==> src/rtl/krnl_ctrl_sequencer.sv <==
// Kernel invocation sequencer: latches pointers on ap_start, launches read DMA,
// kernel pipeline and write DMA together, gathers their completions, reports ap_done.
module krnl_ctrl_sequencer #(
    parameter int unsigned C_ADDR_WIDTH = 64,
    parameter int unsigned C_LEN_WIDTH  = 32,
    parameter int unsigned C_TIMEOUT    = 0
) (
    input  logic                    aclk,
    input  logic                    areset,
    input  logic                    aclk_en,
    input  logic                    ap_start,
    output logic                    ap_idle,
    output logic                    ap_done,
    input  logic [C_ADDR_WIDTH-1:0] src_ptr,
    input  logic [C_ADDR_WIDTH-1:0] dst_ptr,
    input  logic [C_LEN_WIDTH-1:0]  xfer_len,
    output logic                    rd_start,
    output logic [C_ADDR_WIDTH-1:0] rd_addr,
    output logic [C_LEN_WIDTH-1:0]  rd_len,
    input  logic                    rd_done,
    output logic                    krnl_start,
    input  logic                    krnl_done,
    output logic                    wr_start,
    output logic [C_ADDR_WIDTH-1:0] wr_addr,
    output logic [C_LEN_WIDTH-1:0]  wr_len,
    input  logic                    wr_done,
    output logic [31:0]             run_cycles,
    output logic                    timeout_err
);

    typedef enum logic [1:0] {S_IDLE, S_LAUNCH, S_RUN, S_DONE} state_t;

    state_t      state_reg;
    logic        rd_flag_reg;
    logic        krnl_flag_reg;
    logic        wr_flag_reg;
    logic [31:0] cnt_reg;
    logic [31:0] cnt_next;
    logic        all_done;
    logic        wd_hit;

    // Saturating increment; the watchdog compares against the post-increment value
    // so the run ends on the edge where the counter would read C_TIMEOUT.
    assign cnt_next = (cnt_reg == 32'hFFFF_FFFF) ? cnt_reg : cnt_reg + 32'd1;
    assign all_done = (rd_flag_reg | rd_done) & (krnl_flag_reg | krnl_done) &
                      (wr_flag_reg | wr_done);
    assign wd_hit   = (C_TIMEOUT != 0) && (cnt_next >= C_TIMEOUT);

    always_ff @(posedge aclk) begin
        if (areset) begin
            state_reg     <= S_IDLE;
            rd_flag_reg   <= 1'b0;
            krnl_flag_reg <= 1'b0;
            wr_flag_reg   <= 1'b0;
            cnt_reg       <= '0;
            ap_idle       <= 1'b1;
            ap_done       <= 1'b0;
            rd_start      <= 1'b0;
            krnl_start    <= 1'b0;
            wr_start      <= 1'b0;
            rd_addr       <= '0;
            wr_addr       <= '0;
            rd_len        <= '0;
            wr_len        <= '0;
            run_cycles    <= '0;
            timeout_err   <= 1'b0;
        end else if (aclk_en) begin
            case (state_reg)
                S_IDLE: begin
                    if (ap_start) begin
                        rd_addr       <= src_ptr;
                        wr_addr       <= dst_ptr;
                        rd_len        <= xfer_len;
                        wr_len        <= xfer_len;
                        rd_flag_reg   <= 1'b0;
                        krnl_flag_reg <= 1'b0;
                        wr_flag_reg   <= 1'b0;
                        cnt_reg       <= '0;
                        timeout_err   <= 1'b0;
                        ap_idle       <= 1'b0;
                        rd_start      <= 1'b1;
                        krnl_start    <= 1'b1;
                        wr_start      <= 1'b1;
                        state_reg     <= S_LAUNCH;
                    end
                end
                // Done inputs are not sampled here: no engine can finish this early.
                S_LAUNCH: begin
                    rd_start   <= 1'b0;
                    krnl_start <= 1'b0;
                    wr_start   <= 1'b0;
                    cnt_reg    <= cnt_next;
                    state_reg  <= S_RUN;
                end
                S_RUN: begin
                    cnt_reg       <= cnt_next;
                    rd_flag_reg   <= rd_flag_reg | rd_done;
                    krnl_flag_reg <= krnl_flag_reg | krnl_done;
                    wr_flag_reg   <= wr_flag_reg | wr_done;
                    // A completion landing on the watchdog edge counts as a clean finish.
                    if (all_done || wd_hit) begin
                        run_cycles  <= cnt_next;
                        timeout_err <= ~all_done;
                        ap_done     <= 1'b1;
                        state_reg   <= S_DONE;
                    end
                end
                S_DONE: begin
                    ap_done   <= 1'b0;
                    ap_idle   <= 1'b1;
                    state_reg <= S_IDLE;
                end
                default: begin
                    ap_done   <= 1'b0;
                    ap_idle   <= 1'b1;
                    state_reg <= S_IDLE;
                end
            endcase
        end
    end

endmodule

==> config.mk <==
export PLATFORM = sky130hd
export DESIGN_NAME = krnl_ctrl_sequencer
export DESIGN_NICKNAME = d
export VERILOG_FILES = /design/src/rtl/krnl_ctrl_sequencer.sv
export SDC_FILE = /design/constraint.sdc
export NUM_CORES = 1
export LEC_CHECK = 0
export BUFFER_PORTS_ARGS = -buffer_cell sky130_fd_sc_hd__clkbuf_2
export CAP_MARGIN = 10
export CORE_MARGIN = 2
export CORE_UTILIZATION = 30
export DETAILED_ROUTE_END_ITERATION = 6
export MAX_ROUTING_LAYER = met4
export PLACE_DENSITY_LB_ADDON = 0.25
export SKIP_CTS_REPAIR_TIMING = 1
export SYNTH_ARGS = -nofsm -noshare
export SYNTH_HDL_FRONTEND = slang
export SYNTH_SLANG_ARGS = --single-unit
==> constraint.sdc <==
create_clock -name aclk -period 5.08 [get_ports aclk]
set_input_delay 1.016 -clock aclk [delete_from_list [all_inputs] [get_ports aclk]]
set_output_delay 1.016 -clock aclk [all_outputs]
set_load 0.005 [all_outputs]
Word level (Yosys, flattened, before mapping)
Cells that the tools add are included.
{"block": "op_classes", "add_sub_neg": 1, "n_eq_ne": 6, "muxes": 17, "n_bitwise": 6, "n_reduce_logical": 16}
{"cell": "32-bit 2-to-1 mux", "n": 2}
{"cell": "32-bit case mux with 2 select lines", "n": 1}
{"cell": "32-bit by 1-bit adder with 32-bit output (second input constant)", "n": 1}
{"cell": "32-bit == test (second input constant)", "n": 1}
{"cell": "3-bit AND reduction", "n": 8}
{"cell": "1-bit case mux with 2 select lines", "n": 7}
{"cell": "2-bit nonzero test", "n": 5}
{"cell": "2-bit case mux with 4 select lines", "n": 1}
{"cell": "2-bit == test (second input constant)", "n": 2}
{"cell": "1-bit 2-to-1 mux", "n": 4}
{"cell": "2-bit 2-to-1 mux", "n": 2}
{"cell": "2-bit inequality test (second input constant)", "n": 2}
{"cell": "4-bit AND reduction", "n": 1}
{"cell": "1-bit OR", "n": 3}
{"cell": "1-bit bitwise AND", "n": 2}
{"cell": "2-bit by 1-bit == test with 1-bit output (second input constant)", "n": 1}
{"cell": "2-bit zero test", "n": 1}
{"cell": "2-bit OR reduction", "n": 1}
{"cell": "1-bit inverter", "n": 1}
{"block": "word_totals", "reg_bits": 233, "inputBits": 167, "output_inout_bits": 230, "elab_cells": 59}

Longest topological paths before layout
{"block": "depth", "ltp_word": 6, "mapped_depth": 9, "depth_no_buf": 7}

Worst setup path after synthesis
No wires, ideal clock.
{"block": "synth_timing", "path_type": "input port to flip-flop", "from": "input krnl_done", "to": "register run_cycles[15]", "setup_ps": 136, "arrival_ps": 2213, "t_required_ps": 4944, "path_slack_ps": 2730, "cell_stages": 5, "path_buffers": 2, "path_cell_list": "o22ai_1 nor3_1 clkbuf_1 clkbuf_1 a31oi_1"}
{"block": "synth_via", "elab_chain_cells": 4}
{"item": "start: declaration", "line": "22", "source": "input logic krnl_done,"}
{"item": "1-bit OR", "line": "45", "source": "assign all_done = (rd_flag_reg | rd_done) & (krnl_flag_reg | krnl_done) &"}
{"item": "1-bit bitwise AND (2 in a row)", "line": "45"}
{"item": "3-bit AND reduction (no line)"}
{"item": "end signal: assignment", "line": "102", "source": "run_cycles <= cnt_next;"}
{"item": "end: declaration", "line": "27", "source": "output logic [31:0] run_cycles,"}
No other way between the ends.
A chain may end at the register's enable or synchronous reset.

Worst setup path after layout
{"block": "layout_timing", "from": "register state_reg[0]", "to": "register cnt_reg[19]"}
{"block": "layout_via", "elab_chain_cells": 4, "word_cells_on_any_way": 8, "classes_between": "eq/ne: 3; mux: 1; reduce/logical: 4"}
{"item": "start: declaration", "line": "33", "source": "state_t state_reg;"}
{"item": "start signal: assignment", "line": "51", "source": "state_reg <= S_IDLE;"}
{"item": "start signal: assignment", "line": "84", "source": "state_reg <= S_LAUNCH;"}
{"item": "start signal: assignment", "line": "93", "source": "state_reg <= S_RUN;"}
{"item": "2-bit == test or 2-bit by 1-bit == test with 1-bit output (tied branches)", "line": "68", "source": "case (state_reg)"}
{"item": "2-bit OR reduction (no line)"}
{"item": "2-bit nonzero test (no line)"}
{"item": "3-bit AND reduction (no line)"}
{"item": "end signal: assignment", "line": "92", "source": "cnt_reg <= cnt_next;"}
{"item": "end signal: assignment", "line": "96", "source": "cnt_reg <= cnt_next;"}
{"item": "end: declaration", "line": "37", "source": "logic [31:0] cnt_reg;"}
Parallel ways exist; a longest one is shown, timed or not.

==> results.cfg <==
[run_status]
status = finished clean

[floorplanning]
fp.dieW_um = 182
dieArea_um2 = 33100
placeableCoreArea_um2 = 31400
fp.dieH_um = 182
pin_count = 397
initial_utilization = 0.303
num_rows = 65

[routing]
drt_wl_total_mm = 31.5
drtPass1Iterations = 5
via_per_inst = 4.92
routedWlPerCell_um = 16.2
vias = 9524
drt-initial-drc-count = 567
ant_nets = 0
drc = 0

[sta]
finalCriticalPeriod_ns = 2.84
max_freq_ghz = 0.352
rsz0062_at_grt = false
slew_headroom = 0.329
fin_crit_sh = 0.559
hold_viol = 0
holdWs_ns = 0.451
setup_slack_ns = 2.24
worst_pin_slew_ns = 1.01
tns_ns = 0
setup_viol = 0
slew_viol_final = 0
skew_ns = 0.00935

[pwr]
leakagePower_nw = 5.14
peakVddDrop_mv = 0.215
power_mw = 4.53
power.density_nw_per_um2 = 362

[flow_run]
cap_violations = 0

[clock_tree]
numCtsBuffers = 27
path_clk_slew_ns = 0.06
cts_sinks = 233
cts.path.max_buffers = 3
cts_root_buf = clkbuf_16
htreeDepth = 1
clk_latency_ns = 0.53
cts_tree = done

[synthesis]
avgSynthCellArea_um2 = 7.90
syn-instance-count = 1203
synth_edf_count = 0
yosysWarnings = 0
synth_cell_type_count = 57
netlist_area_um2 = 9500
syn_nets = 1376
yosysSeqAreaShare = 0.491
ys_seq_elements = 233
synth_ff_type = dfxtp_1
synthArstFlopShare = 0

[global_route]
grt_max_degree = 126
grtUsageTotal = 0.185
antenna_found_initial = 2
grt_pass1_vias = 8725
overflow = 0
grt_pass1_wl_mm = 48.5

[cells_and_area]
layout-drive-gt1-share = 0.305
largestRegisters = rd_addr (64), wr_addr (64)
final_area_um2 = 12500
area_growth_syn_to_layout_pct = 31.6
seq_area_um2 = 4660
fill_cells = 3311
nNetsFinal = 1685
multi_input_area_um2 = 4220
postLayoutCoreUtil = 0.398
final_cells = 1937

[worst_hold_path]
hold_class = register to register
hold_start = rd_addr[27]

[critical_path]
timing.rr.start = state_reg[0]
worstPathMaxFanout = 27
cp.required_ns = 5.53
arrival_ns = 3.29
crit_path_end_kind = register
path_class = register to register
cp-start-kind = register
crit_start = state_reg[0]

[placed_design]
gp_congestion = 0.858
dpl.cell_count = 1885
dp_slack_ns = 1.90
dp_hpwl_mm = 21.9
place_area_um2 = 11500
portBuffers = 396
[cells by family after synthesis]
| kind of cell | count (synthesis) | share of synthesized area |
|---|---|---|
| adders and majority gates | 6 | 0.00790 |
| and+or+nand+nor | 484 | 0.220 |
| DFF | 233 | 0.491 |
| muxes | 1 | 0.00105 |
| buffers and inverters | 134 | 0.0680 |
| AOI/OAI and AO/OA | 333 | 0.201 |
| xor gates and xnor gates | 12 | 0.0111 |
[synthesized netlist by cell type, types with 2 or more instances]
master      n  area share
a31oi_1    43       0.028
or4_1       5      0.0040
o211ai_1    4      0.0032
inv_1      10      0.0040
a41oi_1     7      0.0065
nand4_1    12      0.0079
a311oi_1    7      0.0065
o31ai_1     6      0.0047
clkbuf_1   75       0.030
or3_1      16       0.011
and4_1      5      0.0046
a31o_2      3      0.0028
a21oi_1   177       0.093
o21ai_0    55       0.029
a311o_1     2      0.0021
nor4b_1     2      0.0018
nand2b_1    3      0.0020
o21a_1      2      0.0016
ha_1        6      0.0079
xnor2_1     8      0.0074
nand3_1    25       0.013
a211oi_1   12      0.0095
xor2_1      4      0.0037
dfxtp_1   233        0.49
and3_1      5      0.0033
buf_2       6      0.0032
nand2_1   349        0.14
nor3_1      9      0.0047
buf_1       8      0.0032
buf_4      34       0.027
nor2_1     35       0.014
nor4_1      8      0.0053
a32oi_1     3      0.0028
[layout make-up]
class | count | share of cell area
flip-flops and latches | 233 | 0.373
multi-input cells | 836 | 0.337
repair buffers | 404 | 0.166
clock buffers | 35 | 0.0613
well taps | 402 | 0.0402
clock inverters | 15 | 0.0189
inverters | 10 | 0.00300
diodes | 2 | 0.000400
[metal layers]
layer / part of all wire / GRT usage / vias to the layer above
li1: - / - / 4755
met1: 0.44 / 0.232 / 4387
met2: 0.47 / 0.303 / 328
met3: 0.063 / 0.0329 / 54
met4: 0.027 / 0.0568 / 0
met5: 0 / - / -
[path summary, 6_finish.rpt]
| check | to | slack, ns | cells after the start |
|---|---|---|---|
| setup reg to reg | cnt_reg[19] | 2.24 | 8 |
| setup / recovery | cnt_reg[19] | 2.24 | 8 |
| hold reg to reg | rd_addr[27] | 0.45 | 2 |
| hold / removal | rd_addr[27] | 0.45 | 2 |
[cell usage in the layout (no fill, tap or decap), drive strengths merged, types with 7 or more instances in the layout]
cell type / instances
a211oi: 12
a21oi: 177
a311oi: 7
a31oi: 43
a41oi: 7
buf: 9
clkbuf: 430
dfxtp: 233
inv: 11
nand2: 349
nand3: 26
nand4: 13
nor2: 35
nor3: 10
nor4: 9
o21ai: 56
or3: 17
xnor2: 8
[worst max-delay path, stage by stage (launching register included)]
cell      delay (ns)
dfxtp_1         0.37
inv_1           0.11
ha_1            0.27
inv_1           0.11
o211ai_1        0.31
nor2_2          0.87
buf_4           0.37
a41oi_1         0.15
a31oi_1         0.19
[power by group]
part           internal (mW)  leakage [nW]  switching (mW)
sequential              1.90          1.89          0.0439
combinational          0.166          2.76           0.242
clock                   1.37         0.488           0.807
total                   3.43          5.14            1.09
No activity file was read; power rests on OpenSTA's default activity.
